$ cat src/rtl/dual_mode_buf_if.sv
// Request/status bundle for dual_mode_buf. The master drives requests and
// write data; the slave (the buffer) returns read data, count and flags.
interface dual_mode_buf_if #(
    parameter int DWIDTH = 8,
    parameter int AWIDTH = 4
);
    logic              mode_i;
    logic              wrreq_i;
    logic [DWIDTH-1:0] data_i;
    logic              rdreq_i;
    logic              clr_err_i;
    logic [DWIDTH-1:0] q_o;
    logic              empty_o;
    logic              full_o;
    logic              almost_empty_o;
    logic              almost_full_o;
    logic [AWIDTH:0]   usedw_o;
    logic              mode_o;
    logic              ovf_o;
    logic              udf_o;

    modport master (
        output mode_i, wrreq_i, data_i, rdreq_i, clr_err_i,
        input  q_o, empty_o, full_o, almost_empty_o, almost_full_o,
               usedw_o, mode_o, ovf_o, udf_o
    );

    modport slave (
        input  mode_i, wrreq_i, data_i, rdreq_i, clr_err_i,
        output q_o, empty_o, full_o, almost_empty_o, almost_full_o,
               usedw_o, mode_o, ovf_o, udf_o
    );
endinterface

$ cat src/rtl/dual_mode_buf.sv
// Buffer that acts as a LIFO or FIFO over one storage array. The mode can
// only change while the buffer is empty, so contents are never reinterpreted.
module dual_mode_buf #(
    parameter int   DWIDTH     = 8,
    parameter int   AWIDTH     = 4,
    parameter logic MODE_RST   = 1'b1,
    parameter int   AFULL_LVL  = (2**AWIDTH) - 4,
    parameter int   AEMPTY_LVL = 2
) (
    input  logic           clk_i,
    input  logic           srst_i,
    dual_mode_buf_if.slave bus
);
    localparam int              DEPTH   = 2**AWIDTH;
    localparam logic [AWIDTH:0] DEPTH_W = (AWIDTH+1)'(DEPTH);
    localparam logic [AWIDTH:0] AF_W    = (AWIDTH+1)'(AFULL_LVL);
    localparam logic [AWIDTH:0] AE_W    = (AWIDTH+1)'(AEMPTY_LVL);

    logic [DWIDTH-1:0] mem [DEPTH];
    logic [AWIDTH:0]   cnt;
    logic [AWIDTH-1:0] wr_ptr, rd_ptr;
    logic              mode_r, ovf_r, udf_r;
    logic [DWIDTH-1:0] q_r;

    logic              is_empty, is_full, rd_acc, wr_acc, mode_eff;
    logic [AWIDTH-1:0] wp_eff, rp_eff, wr_addr, rd_addr, top_idx;
    logic [AWIDTH:0]   cnt_m1;

    assign is_empty = (cnt == '0);
    assign is_full  = (cnt == DEPTH_W);
    assign rd_acc   = bus.rdreq_i & ~is_empty;
    assign wr_acc   = bus.wrreq_i & (~is_full | rd_acc);
    // While empty the requested mode takes effect immediately, so a write
    // landing in the same cycle already follows the new mode.
    assign mode_eff = is_empty ? bus.mode_i : mode_r;
    assign wp_eff   = is_empty ? '0 : wr_ptr;
    assign rp_eff   = is_empty ? '0 : rd_ptr;
    assign cnt_m1   = cnt - (AWIDTH+1)'(1);
    assign top_idx  = cnt_m1[AWIDTH-1:0];

    // Address select: LIFO addresses from the count (top = cnt-1), and a
    // simultaneous read+write overwrites the slot being popped.
    always_comb begin
        wr_addr = wp_eff;
        rd_addr = rp_eff;
        if (mode_eff) begin
            rd_addr = top_idx;
            wr_addr = rd_acc ? top_idx : cnt[AWIDTH-1:0];
        end
    end

    // Control state: count, FIFO pointers, mode, read data, sticky errors.
    always_ff @(posedge clk_i) begin
        if (srst_i) begin
            cnt    <= '0;
            wr_ptr <= '0;
            rd_ptr <= '0;
            mode_r <= MODE_RST;
            q_r    <= '0;
            ovf_r  <= 1'b0;
            udf_r  <= 1'b0;
        end else begin
            mode_r <= mode_eff;
            if (wr_acc && !rd_acc)
                cnt <= cnt + (AWIDTH+1)'(1);
            else if (rd_acc && !wr_acc)
                cnt <= cnt_m1;
            if (mode_eff) begin
                wr_ptr <= wp_eff;
                rd_ptr <= rp_eff;
            end else begin
                wr_ptr <= wp_eff + AWIDTH'(wr_acc);
                rd_ptr <= rp_eff + AWIDTH'(rd_acc);
            end
            if (rd_acc)
                q_r <= mem[rd_addr];
            ovf_r <= (ovf_r & ~bus.clr_err_i) | (bus.wrreq_i & ~wr_acc);
            udf_r <= (udf_r & ~bus.clr_err_i) | (bus.rdreq_i & ~rd_acc);
        end
    end

    // Storage array, no reset; reset only blocks the write.
    always_ff @(posedge clk_i) begin
        if (wr_acc && !srst_i)
            mem[wr_addr] <= bus.data_i;
    end

    assign bus.q_o            = q_r;
    assign bus.usedw_o        = cnt;
    assign bus.empty_o        = is_empty;
    assign bus.full_o         = is_full;
    assign bus.almost_full_o  = (cnt >= AF_W);
    assign bus.almost_empty_o = (cnt <= AE_W);
    assign bus.mode_o         = mode_r;
    assign bus.ovf_o          = ovf_r;
    assign bus.udf_o          = udf_r;
endmodule

$ cat src/flat_wrapper.sv
// flat-port wrapper written by rule: the top's interface ports become plain ports
module dual_mode_buf_flat 
#(
    parameter int   DWIDTH     = 8,
    parameter int   AWIDTH     = 4,
    parameter logic MODE_RST   = 1'b1,
    parameter int   AFULL_LVL  = (2**AWIDTH) - 4,
    parameter int   AEMPTY_LVL = 2
)
  (clk_i, srst_i, bus_mode_i, bus_wrreq_i, bus_data_i, bus_rdreq_i, bus_clr_err_i, bus_q_o, bus_empty_o, bus_full_o, bus_almost_empty_o, bus_almost_full_o, bus_usedw_o, bus_mode_o, bus_ovf_o, bus_udf_o);
  dual_mode_buf_if #(.DWIDTH(DWIDTH), .AWIDTH(AWIDTH)) bus_i ();
  input  logic clk_i;
  input  logic srst_i;
  input wire logic [$bits(bus_i.mode_i)-1:0] bus_mode_i;
  input wire logic [$bits(bus_i.wrreq_i)-1:0] bus_wrreq_i;
  input wire logic [$bits(bus_i.data_i)-1:0] bus_data_i;
  input wire logic [$bits(bus_i.rdreq_i)-1:0] bus_rdreq_i;
  input wire logic [$bits(bus_i.clr_err_i)-1:0] bus_clr_err_i;
  output wire logic [$bits(bus_i.q_o)-1:0] bus_q_o;
  output wire logic [$bits(bus_i.empty_o)-1:0] bus_empty_o;
  output wire logic [$bits(bus_i.full_o)-1:0] bus_full_o;
  output wire logic [$bits(bus_i.almost_empty_o)-1:0] bus_almost_empty_o;
  output wire logic [$bits(bus_i.almost_full_o)-1:0] bus_almost_full_o;
  output wire logic [$bits(bus_i.usedw_o)-1:0] bus_usedw_o;
  output wire logic [$bits(bus_i.mode_o)-1:0] bus_mode_o;
  output wire logic [$bits(bus_i.ovf_o)-1:0] bus_ovf_o;
  output wire logic [$bits(bus_i.udf_o)-1:0] bus_udf_o;
  assign bus_i.mode_i = bus_mode_i;
  assign bus_i.wrreq_i = bus_wrreq_i;
  assign bus_i.data_i = bus_data_i;
  assign bus_i.rdreq_i = bus_rdreq_i;
  assign bus_i.clr_err_i = bus_clr_err_i;
  assign bus_q_o = bus_i.q_o;
  assign bus_empty_o = bus_i.empty_o;
  assign bus_full_o = bus_i.full_o;
  assign bus_almost_empty_o = bus_i.almost_empty_o;
  assign bus_almost_full_o = bus_i.almost_full_o;
  assign bus_usedw_o = bus_i.usedw_o;
  assign bus_mode_o = bus_i.mode_o;
  assign bus_ovf_o = bus_i.ovf_o;
  assign bus_udf_o = bus_i.udf_o;
  dual_mode_buf #(.DWIDTH(DWIDTH), .AWIDTH(AWIDTH), .MODE_RST(MODE_RST), .AFULL_LVL(AFULL_LVL), .AEMPTY_LVL(AEMPTY_LVL)) u_core (.clk_i(clk_i), .srst_i(srst_i), .bus(bus_i));
endmodule
$ cat config.mk
export PLATFORM = sky130hd
export DESIGN_NAME = dual_mode_buf_flat
export DESIGN_NICKNAME = d
export VERILOG_FILES = /design/src/rtl/dual_mode_buf_if.sv /design/src/rtl/dual_mode_buf.sv /design/src/flat_wrapper.sv
export SDC_FILE = /design/constraint.sdc
export NUM_CORES = 1
export LEC_CHECK = 0
export ABC_AREA = 0
export CAP_MARGIN = 10
export CORE_ASPECT_RATIO = 0.6
export CORE_UTILIZATION = 55
export CTS_CLUSTER_SIZE = 24
export DETAILED_ROUTE_END_ITERATION = 7
export PLACE_DENSITY = 0.71
export SYNTH_ARGS = -nofsm -noshare
export SYNTH_HDL_FRONTEND = slang
export SYNTH_SLANG_ARGS = --single-unit
$ cat constraint.sdc
create_clock -name clk_i -period 3.5 [get_ports clk_i]
set_input_delay 0.525 -clock clk_i [delete_from_list [all_inputs] [get_ports clk_i]]
set_output_delay 0.525 -clock clk_i [all_outputs]
set_load 0.005 [all_outputs]
* Yosys cells after proc, flatten, opt, wreduce, memory -nomap -nowiden
Memory sizes are Yosys's and may differ from the RTL's. A register that Yosys moved wholly into a read port is not among the register bits. Index checks and enable logic that the tools add are counted.
Word-level totals: register bits after elaboration 16, bits in writable memories 128, input bits 14, output and inout port bits 20, logic and storage cells 48, memories kept 1
Cells by class: add/subtract/negate cells 4, magnitude comparators 2, equality and inequality tests 1, mux-type cells 12, bitwise operators 14, reductions and logical operators 8
Memory list:
- u_core.mem | words 16, bits a word 8, rd ports 1, clocked after Yosys merged registers in 1, write ports 1, RTL line dual_mode_buf.sv:19 | logic [DWIDTH-1:0] mem [DEPTH];
Operators by type and width (number):
- $mux W4 | 7
- $mux W5 | 2
- $add A4 B1 Y4 | 2
- $and A1 B1 Y1 | 6
- $add A5 B1 Y5 const B | 1
- $eq A5 B5 Y1 const B | 1
- $ge A5 B4 Y1 const B | 1
- $le A5 B2 Y1 const B | 1
- $logic_not A5 Y1 | 1
- $not A1 Y1 | 5
- $sub A5 B1 Y5 const B | 1
- $logic_and A1 B1 Y1 | 3
- $logic_not A1 Y1 | 3
- $mux W1 | 3
- $or A1 B1 Y1 | 3
- $reduce_bool A2 Y1 | 1

* Logic depth before layout (Yosys ltp)
depth in word-level cells 9, gate-level depth with buffers 14, gate-level depth less buffers 10

* Least setup slack after synthesis
No wires, ideal clock.
path kind register to register, start point register u_core.cnt[0] (netlist: u_core.bus.usedw_o[0]), end point memory u_core.mem[1][0] (enable), setup time 0.370 ns, arrival 2.798 ns, required time 3.130 ns, setup slack 0.332 ns, cell stages (with the launch flop) 13, buffers on the path 4, period minus slack after synthesis 3.168 ns, cells stage by stage dfxtp_1 -> clkbuf_1 -> inv_1 -> ha_1 -> or4b_4 -> clkbuf_1 -> and2_0 -> buf_2 -> buf_2 -> o21ai_0 -> o22a_1 -> nand2_1 -> nor2_1
Between the ends: cells in the longest elaborated chain, start to end 8, elaborated cells between the ends (all ways) 15, those cells by class 1 x add/sub; 1 x eq/ne; 6 x mux; 5 x bitwise; 2 x reduce/logical
RTL lines:
- from (decl) | RTL line dual_mode_buf.sv:20 | logic [AWIDTH:0] cnt;
- from (signal assigned) | RTL line dual_mode_buf.sv:65 | cnt <= cnt + (AWIDTH+1)'(1);
- from (signal assigned) | RTL line dual_mode_buf.sv:67 | cnt <= cnt_m1;
- $logic_not A5 Y1 | RTL line dual_mode_buf.sv:29 | assign is_empty = (cnt == '0);
- $not A1 Y1 | RTL line dual_mode_buf.sv:31 | assign rd_acc = bus.rdreq_i & ~is_empty;
- $and A1 B1 Y1 | RTL line dual_mode_buf.sv:31
- $or A1 B1 Y1 | RTL line dual_mode_buf.sv:32 | assign wr_acc = bus.wrreq_i & (~is_full | rd_acc);
- $and A1 B1 Y1 | RTL line dual_mode_buf.sv:32
- $logic_and A1 B1 Y1 | RTL line dual_mode_buf.sv:84 | if (wr_acc && !srst_i)
- $mux W1 | RTL line dual_mode_buf.sv:84
- $mux W1 (implied by the code) | RTL line dual_mode_buf.sv:85 | mem[wr_addr] <= bus.data_i;
- to (decl) | RTL line dual_mode_buf.sv:19
Parallel ways exist; a longest one is shown, timed or not.

* Worst setup path after layout
start point register u_core.cnt[0] (netlist: u_core.bus.usedw_o[0]), end point register u_core.q_r[1] (netlist: u_core.bus.q_o[1]) (read register of u_core.mem)
Between the ends: cells in the longest elaborated chain, start to end 3, elaborated cells between the ends (all ways) 7, those cells by class 1 x add/sub; 3 x mux; 2 x bitwise; 1 x reduce/logical
RTL lines:
- branches (longest 3 deep; another with $sub A5 B1 Y5)
- to (decl) | RTL line dual_mode_buf.sv:23 | logic [DWIDTH-1:0] q_r;
Parallel ways; which one is timed is not known. A chain may end at the register's enable or synchronous reset.

==> impl_metrics.toml <==
[sta]
period_needed_ps = 3180
skew_ps = 7.19
slew_violations = 0
rsz0062_at_grt = "no"
hold_violations = 0
finalSetupViolCount = 0
worstMarginPinSlew_ps = 1030
period_share_pct = 90.8
fmax_mhz = 315
finalSetupTns_ps = 0
max_slew_margin_pct = 29.9

[critical_path]
worstPathArrival_ps = 3490
critPathMaxFanout = 16
end_kind = "register"
cp-start-kind = "register"
crit_type = "register to register"
ff2ff_path_depth = 11
cp.required_ps = 3810

[drt]
ant_nets = 0
wl_met2_mm = 6.24
dr_wl_met3_mm = 1.22
route.detailed.drc = 0
drt-total-wl_mm = 14.9
drtPass1Iterations = 5
wire_per_inst_um = 21.2
via_per_inst = 5.82
wl_met1_mm = 7.24
initialDrtViolationCount = 431
vias = 4100
highest-signal-layer = "met4"

[place]
gp_congestion = 0.862
port_buffers = 33
hpwl_mm = 10.6

[clock_tree]
cts_made_buffers = 17
cts_htree_levels = 4
cts_resized = 0
post_cts_buffers = 0
clock_path_buffers = 2
tritoncts = "built"
clock-sinks = 152
clkLatencyLatePin_ps = 420
hold_buffers = 0
clk_pin_slew_ps = 60
root_buffer = "clkbuf_16"

[synthesis]
synth_seq_cells = 152
syn_inst = 470
synth.top_cell.area_share_pct = 59.0
ys_types = 46
yosysWarnings = 0
synth_area_leaders = "edfxtp_1 59%, mux2i_1 8.9%, dfxtp_1 7.4%, nand2_1 3.3%, mux2_2 2.8%"
async_flop_share_pct = 0
synthTopCellsByCount = "128 x edfxtp_1, 58 x mux2i_1, 57 x nand2_1, 46 x nor2_1, 24 x dfxtp_1"
syn_area_um2 = 6510
synth_top_area_cell = "edfxtp_1"
synth_most_common_cell = "edfxtp_1"
synth_fp_nets = 492
ys.flop_type = "edfxtp_1"
synth-seq-area-share_pct = 66.4
synth_edf_count = 128
syn-mean-instance-area_um2 = 13.9

[floorplan]
row_count = 30
dieArea_um2 = 12300
initial_utilization_pct = 57.1
die_width_um = 142
core_um2 = 11400
ioPinCount = 34
die_h_um = 86.3

[job]
drv_cap = 0

[finish]
drive_above_1_share_pct = 15.1
fill_cells = 852
syn2layout_area_growth_pct = 18.3
nets = 553
antennaDiodeCount = 0

[hold_path]
hold_class = "register to register"
whs_path_depth = 2

[power]
cellLeakagePower_nw = 2.74
finalPower_mw = 7.11
vdd_drop_max_mv = 0.473
power.density_nw_per_um2 = 922

[grt]
antenna_found_initial = 0
grt_remaining_overflow = 0
grt_pass1_wl_mm = 23.1
grt_pass1_vias = 3896
grt_max_degree = 35
grt_usage_pct = 26.6

[run_status]
status = "finished clean"
-- state kept, by name (all words and copies together) (netlist names) --
| signal | count |
|---|---|
| u_core.mem | 128 |
| u_core.bus.q_o | 8 |
| u_core.bus.usedw_o | 5 |
| u_core.rd_ptr | 4 |
| u_core.wr_ptr | 4 |
| u_core.bus.mode_o | 1 |
| u_core.bus.ovf_o | 1 |
| u_core.bus.udf_o | 1 |
-- through the flow --
step	instances	util, %	setup slack [ps]	hold slack [ps]	cell area (µm²)
after floorplan	470	-	332	492	6510
after global placement	672	62.8	520	494	7160
after detailed placement	672	62.8	394	506	7160
after CTS	704	67.5	354	514	7710
after global routing	704	67.5	155	529	7710
final	704	67.5	322	517	7710
-- final timing paths --
kind,startpoint,to,slack (ps)
setup reg to reg,u_core.bus.usedw_o[0],u_core.bus.q_o[1],320
hold reg to reg,u_core.bus.q_o[3],u_core.bus.q_o[3],520
hold / removal,u_core.bus.q_o[3],u_core.bus.q_o[3],520
setup / recovery,u_core.bus.usedw_o[0],u_core.bus.q_o[1],320
-- layer usage --
metal  up-vias  track usage, %
met4         0            8.41
met1      2014            42.0
met2       167            36.8
met5         -               0
met3        24            5.30
li1       1895               -
-- cells in the final DEF, fill, tap and decap left out, types with 5 or more instances in the layout --
cell             count
a311oi_1             8
clkinvlp_4           5
edfxtp_1           128
xor2_1               7
a21oi_1             10
nor2_1              46
o21ai_0              6
mux2_2              16
a32oi_1             10
o221ai_1             8
nor3_1               5
clkdlybuf4s50_1     33
nand2_1             57
nand3_1             10
inv_1                7
clkbuf_16           17
mux2i_1             58
xnor2_1              7
ha_1                 8
dfxtp_1             24
buf_4               30
-- worst max-delay path, stage by stage, from the launching register on --
cell	delay [ps]
dfxtp_1	310
inv_1	140
ha_1	220
or4b_4	590
clkinv_4	120
mux2i_4	360
buf_4	250
o21a_1	180
buf_4	260
mux2i_1	230
a32oi_1	80
a311oi_1	320
-- layout make-up --
cell class                 instances  area [µm²]  area share, %
clock buffer                      23         478           6.20
clock inverter                     9        68.8          0.893
inverter                           8        35.0          0.455
multi-input combinational        288        2030           26.3
sequential                       152        4320           56.1
tap                              160         200           2.60
timing repair buffer              64         576           7.47
-- cells by family after synthesis --
group                      after synthesis  synth area share [%]
adders and majority gates                8                  1.54
xor gates and xnor gates                14                  1.88
AOI/OAI and AO/OA                       57                  6.71
DFF                                    152                  66.4
buffers and inverters                   30                  2.61
muxes                                   75                  12.0
and+or+nand+nor                        134                  8.84
-- power breakdown --
group	internal (mW)	switching (mW)	total, mW
registers	2.15	0.0701	2.22
clock network	0.966	0.708	1.67
logic	1.32	1.89	3.21
total	4.44	2.67	7.11
Note: power is estimated with default switching activity, not from simulation.
